File: config.mk
export PLATFORM = sky130hd
export DESIGN_NAME = popcount_sequencer
export DESIGN_NICKNAME = d
export VERILOG_FILES = /design/src/rtl/popcount_sequencer.sv
export SDC_FILE = /design/constraint.sdc
export NUM_CORES = 1
export LEC_CHECK = 0
export BUFFER_PORTS_ARGS = -buffer_cell sky130_fd_sc_hd__buf_2
export CORE_ASPECT_RATIO = 1.1
export CORE_UTILIZATION = 50
export CTS_CLUSTER_DIAMETER = 120
export DETAILED_ROUTE_END_ITERATION = 8
export PLACE_DENSITY = 0.82
export SLEW_MARGIN = 40
export SYNTH_ARGS = -nofsm -noshare
export SYNTH_HDL_FRONTEND = slang
export SYNTH_SLANG_ARGS = --single-unit
File: constraint.sdc
create_clock -name i_clk -period 1.38 [get_ports i_clk]
set_input_delay 0.345 -clock i_clk [delete_from_list [all_inputs] [get_ports i_clk]]
set_output_delay 0.345 -clock i_clk [all_outputs]
set_load 0.01 [all_outputs]
File: src/rtl/popcount_sequencer.sv
// Serial popcount sequencer: captures i_sw on a button press and counts set bits one per clock.
// Optional debouncer on the button path: define POPCOUNT_SEQUENCER_DEBOUNCE_EN.
module popcount_sequencer #(
  parameter int WIDTH     = 16,
  parameter int DB_CYCLES = 1000000,
  localparam int CW       = $clog2(WIDTH + 1)
) (
  input  logic             i_clk,
  input  logic             i_rst,
  input  logic             i_btn,
  input  logic [WIDTH-1:0] i_sw,
  output logic [CW-1:0]    o_cnt,
  output logic             o_parity,
  output logic             o_busy,
  output logic             o_done
);

  localparam int IW = (WIDTH > 1) ? $clog2(WIDTH) : 1;
  localparam logic [IW-1:0] LAST_IDX = IW'(WIDTH - 1);

  typedef enum logic [1:0] {IDLE, LOAD, SHIFT} state_t;

  if (DB_CYCLES < 1) begin : g_bad_db
    $error("DB_CYCLES must be at least 1");
  end

  state_t           r_state;
  logic             r_sync1, r_sync2, r_prev;
  logic [WIDTH-1:0] r_sreg;
  logic [CW-1:0]    r_acc;
  logic [IW-1:0]    r_idx;
  logic             w_level;
  logic             w_start;
  logic [CW-1:0]    w_sum;

  always_ff @(posedge i_clk or posedge i_rst) begin
    if (i_rst) begin
      r_sync1 <= 1'b0;
      r_sync2 <= 1'b0;
    end else begin
      r_sync1 <= i_btn;
      r_sync2 <= r_sync1;
    end
  end

`ifdef POPCOUNT_SEQUENCER_DEBOUNCE_EN
  localparam int DBW = (DB_CYCLES > 1) ? $clog2(DB_CYCLES) : 1;
  localparam logic [DBW-1:0] DB_LAST = DBW'(DB_CYCLES - 1);

  logic [DBW-1:0] r_db_cnt;
  logic           r_db_lvl;

  // Counts consecutive samples disagreeing with the debounced level; any agreement restarts it.
  always_ff @(posedge i_clk or posedge i_rst) begin
    if (i_rst) begin
      r_db_cnt <= '0;
      r_db_lvl <= 1'b0;
    end else if (r_sync2 == r_db_lvl) begin
      r_db_cnt <= '0;
    end else if (r_db_cnt == DB_LAST) begin
      r_db_cnt <= '0;
      r_db_lvl <= r_sync2;
    end else begin
      r_db_cnt <= r_db_cnt + 1'b1;
    end
  end

  assign w_level = r_db_lvl;
`else
  assign w_level = r_sync2;
`endif

  assign w_start = w_level & ~r_prev;
  assign w_sum   = r_acc + CW'(r_sreg[0]);

  always_ff @(posedge i_clk or posedge i_rst) begin
    if (i_rst) begin
      r_state  <= IDLE;
      r_prev   <= 1'b0;
      r_sreg   <= '0;
      r_acc    <= '0;
      r_idx    <= '0;
      o_cnt    <= '0;
      o_parity <= 1'b0;
      o_busy   <= 1'b0;
      o_done   <= 1'b0;
    end else begin
      r_prev <= w_level;
      o_done <= 1'b0;
      case (r_state)
        IDLE: begin
          if (w_start) begin
            r_state <= LOAD;
            o_busy  <= 1'b1;
          end
        end
        LOAD: begin
          r_sreg  <= i_sw;
          r_acc   <= '0;
          r_idx   <= '0;
          r_state <= SHIFT;
        end
        SHIFT: begin
          r_acc  <= w_sum;
          r_sreg <= r_sreg >> 1;
          r_idx  <= r_idx + 1'b1;
          // Result registers only move here, so the display never sees a partial sum.
          if (r_idx == LAST_IDX) begin
            o_cnt    <= w_sum;
            o_parity <= w_sum[0];
            o_done   <= 1'b1;
            o_busy   <= 1'b0;
            r_state  <= IDLE;
          end
        end
        default: r_state <= IDLE;
      endcase
    end
  end

endmodule

# Word level (Yosys, flattened, before mapping)
# Index checks and enable logic that the tools add are counted.
# Widths: inputs -> output; s select.
# totals
regBits	38
inputBits	19
out_inout_bits	8
word_cells	37
# op_classes
addsub	2
n_eq_ne	5
muxes	11
bitwise	2
n_reduce_logical	6
# op_table
op	n
$pmux 16 s2	1
$pmux 5 s2	1
$pmux 4 s2	1
$pmux 2 s3	1
$add 5x1->5	1
$add 4x1->4 const B	1
$eq 4x4->1 const B	1
$mux 1	4
$mux 2	2
$ne 2x2->1 const B	2
$reduce_and 2->1	2
$reduce_bool 2->1	2
$reduce_and 3->1	1
$eq 2x1->1 const B	1
$eq 2x2->1 const B	1
$logic_not 2->1	1
$pmux 1 s2	1
$and 1x1->1	1
$not 1->1	1

# Depth between registers and ports, before layout
# logic_depth
depth_word	4
mapped_depth	7
ltp_nobuf	5

# Worst setup path after synthesis
# No wires, ideal clock.
# synth_path
kind	flip-flop to flip-flop
startpoint	register r_state[0]
endpoint	register r_acc[4]
setup_ns	0.083
t_arrival_ns	1.244
required_ns	1.297
slack_ns	0.053
path_stages_with_launch	7
path_buffers	1
synth_period_minus_slack_ns	1.327
cell_sequence	dfrtp_1 -> inv_1 -> ha_1 -> buf_4 -> nand2_4 -> or3_1 -> o21ai_0
# synth_between
elab_chain_len	2
elab_cells_between_ends	4
cone_classes	2 x eq/ne; 1 x mux; 1 x reduce/logical
# synth_lines
element	line_no	rtl
start, declared	27	state_t r_state;
start signal, assigned	78	r_state <= IDLE;
start signal, assigned	93	r_state <= LOAD;
start signal, assigned	101	r_state <= SHIFT;
$eq 2x2->1 / $eq 2x1->1 (equally long branches)	90	case (r_state)
$pmux 5 s2 / $reduce_bool 2->1 (equally long branches)	--	
end signal, assigned	104	r_acc <= w_sum;
end, declared	30	logic [CW-1:0] r_acc;
# Parallel ways exist; a longest one is shown, timed or not.
# A chain may end at the register's enable or synchronous reset.

# Worst setup path after layout
# Same ends and word-level chain as after synthesis.

==> reports/results.ini <==
[run_status]
outcome=finished with violations
violated_checks=DRC, setup timing

[logic_synthesis]
synth.cells.most_frequent=37 x sky130_fd_sc_hd__dfrtp_1, 20 x sky130_fd_sc_hd__a21oi_1, 17 x sky130_fd_sc_hd__mux2i_1
synth_enable_flop_cells=0
yosys_warnings=0
synth.ff_latch_count=37
netlist.area_leader.share=0.539
post_synth_xor_area_fraction=0.0153
post_synth_simple_gate_area=0.0940
synth_flop_cell=sky130_fd_sc_hd__dfrtp_1
synth.most_common_cell=sky130_fd_sc_hd__dfrtp_1
synthAdderAreaFrac=0.0437
synth-async-reset-ratio=1.00
synthTopCellsByArea=sky130_fd_sc_hd__dfrtp_1 54%, sky130_fd_sc_hd__mux2i_1 9.9%, sky130_fd_sc_hd__a21oi_1 5.8%
synth-compound-area-share=0.134
synth.lib_cells_used.distinct=29
syn-cell-area_um2=1720
mappedNetlistNets=184
combinational_family_with_the_most_area_after_synthesis=compound AO/OA/AOI/OAI gates
post_synth_mux_area_share=0.106
syn_area_per_cell_um2=10.8
synth.largest_area_cell=sky130_fd_sc_hd__dfrtp_1
synth.yosys.seq_area_share=0.539
synthCells=159

[timing]
post-route-period-util=1.03
report.final.setup_viol=8
rsz0062_at_grt=true
fin_worst_skew_ns=0.00966
setup-tns-final_ns=-0.132
maxSlewViolCount=0
maxClockFrequency_ghz=0.701
period_needed_ns=1.43
timing_hold_violations_final=0
timing_worst_slew_pin_value_ns=0.459
timing.slew.headroom=0.694
timing.final.ws_setup_ns=-0.0455

[floorplan]
floorplan_die_area_um2=3670
fp.coreArea_um2=3150
die_height_um=63.5
floorplan.initialDensity=0.544
rows=21
io_pins=27
dieWidth_um=57.9

[pwr]
pwr_density_cell_nw_per_um2=1810
power.share.clock=0.149
power.leakage_nw=1.02
share_seq_of_total_power=0.397
comb_power_share=0.454
post-layout-total-power_mw=3.92
p_sw_frac=0.363
intPower_mw=2.49
ir_worst_vdd_v=0.000920
power.net_switching_mw=1.42

[layout]
finish.instance_area_um2=2160
layout.core_utilization=0.687
multiInputGateArea_um2=749
inserted_diodes=0
fin_cells=241
layout.area.seq_um2=926
drive_above_1_share=0.357
syn_to_final_growth_pct=26.1
design.final.nets=232
number_of_fill_cells_in_the_layout=246

[grt]
grt_pass1_vias=1331
grt.overflow.total=0
grt_usage=0.195
global_route_wire_length_before_repair_um=5450
antenna_violations_before_repair=0
pin_count_of_the_biggest_net_entering_global_routing=38

[worst_setup_path]
cp_slowest_stage_delay_ns=0.38
timing.reg2reg.setup_slack_ns=-0.05
timing.critical_path.cells=inv_2 -> buf_6 -> ha_4 -> nand2_4 -> or3_1 -> o21ai_1
setup.worst_path.end_class=flip-flop
crit_type=flip-flop to flip-flop
critPathMaxFanout=6
worst-endpoint-required_ns=1.65
cp-start-kind=flip-flop
timing.critical_path.slowest_stage_cell=sky130_fd_sc_hd__dfrtp_1
worstReg2RegEnd=r_acc[4]
critical_path_arrival_ns=1.69
r2r.worst_path.cells=6
reg2reg_from=r_state[0]

[detailed_routing]
vias=1324
drc=2
ant_nets=0
post_drt_via_cell_ratio=5.49
wl_met3_um=127
drt_iter0_drc=55
average_wire_length_per_cell_after_detail_routing_um=14.0
routed_wl_um=3360
detailroute.wirelength.met2_um=1840
drt_pre_antenna_iters=6
routedLengthMet1_um=1350
topRoutingLayerUsed=met4

[clock_network]
cts_buffer_depth=2
cts.hold.buffers_added=0
cts.root.buffer_cell=sky130_fd_sc_hd__clkbuf_4
clock_latency_ns=0.34
cts_inserted_buffers=5
cts-htree-levels=2
clk_pin_slew_worst_paths_ns=0.11
cts_tree=yes
tritoncts_num_sinks=37

[place]
post_dp_cell_area_um2=1940
io_buffer_count=26
dp_hpwl_um=2200
place.detailed.instances=223
place.gp.congestion=0.763

[job]
max_cap_viol_count=0

[worst_hold_path]
type_of_the_most_critical_hold_path=primary input to async pin

## cell families (layout without fill, tap and decap cells)
kind of cell               Yosys count  after routing
adders and majority gates            6              6
and+or+nand+nor                     34             34
buffers and inverters               23             71
DFF                                 37             37
AOI/OAI and AO/OA                   38             38
muxes                               18             18
xor gates and xnor gates             3              3
## power by group through the flow
| stage | Clock, mW | Sequential [mW] | Combinational [mW] |
|---|---|---|---|
| after global routing | 0.646 | 1.58 | 1.96 |
| final | 0.584 | 1.55 | 1.78 |
| after global placement | 0 | 1.54 | 1.34 |
| after detailed placement | 0 | 1.56 | 1.44 |
| after floorplan | 0 | 1.52 | 1.09 |
| after CTS | 0.591 | 1.55 | 1.61 |
## layer usage
metal,vias up,track usage
met5,-,0
met4,0,0.0595
met3,6,0.0616
met2,31,0.358
met1,646,0.208
li1,641,-
## worst max path at each step
stage	start	endpoint	slack, ns	cells after the start
after floorplan	r_state[0]	r_acc[4]	0.05	6
after global placement	r_state[0]	r_idx[2]	-0.16	4
after detailed placement	r_state[1]	r_idx[3]	-0.29	5
after CTS	r_state[0]	r_state[1]	-0.006	5
after global routing	r_state[0]	o_cnt[2]	-0.12	7
final	r_state[0]	r_acc[4]	-0.05	6
## layout by cell type (no fill, tap or decap), drive strengths merged
cell     synthesis  routed
clkinv           1       1
nand4            1       1
o32ai            1       1
mux2i           17      17
o21ai            8       8
ha               6       6
dfrtp           37      37
nand2            7       7
clkbuf           1       7
a21oi           20      20
o221ai           1       1
nand3            6       6
inv             13      13
nand2b           1       1
nand3b           1       1
xnor2            3       3
a22o             3       3
buf              8      50
o2bb2ai          3       3
mux2             1       1
a22oi            1       1
or3              2       2
a21o             1       1
nor2            16      16
## flip-flops by register name (all words and copies together), names as in the netlist
signal   cells
r_sreg      16
o_cnt        5
r_acc        5
r_idx        4
r_state      2
o_busy       1
o_done       1
r_prev       1
r_sync1      1
r_sync2      1
## final cells by class
cell class / count / share of cell area
timing repair buffer: 50 / 0.156
clock buffer: 7 / 0.0254
sequential: 37 / 0.428
inverter: 14 / 0.0249
multi-input combinational: 99 / 0.346
tap: 34 / 0.0197
## per-stage QoR
stage / hold WS [ns] / setup WS [ns]
3_5_place_dp: 0.335 / -0.292
2_1_floorplan: 0.331 / 0.0529
4_1_cts: 0.0967 / -0.00568
3_3_place_gp: 0.332 / -0.160
5_1_grt: 0.0880 / -0.122
6_report: 0.0859 / -0.0455
## critical path, delay by kind of cell (launching register included)
kind,cells,cell delay [ns]
buffers and inverters,2,0.19
AOI/OAI and AO/OA,1,0.08
and+or+nand+nor,2,0.40
adders and majority gates,1,0.31
DFF,1,0.38
## repair_timing
item                                    in CTS  in global routing
endpoints found under the setup margin      29                 27
pin swaps                                    2                 10
cloned                                       0                  1
buffers inserted                             3                  8
resized for setup                            9                 20
No activity file was read; power rests on OpenSTA's default activity.
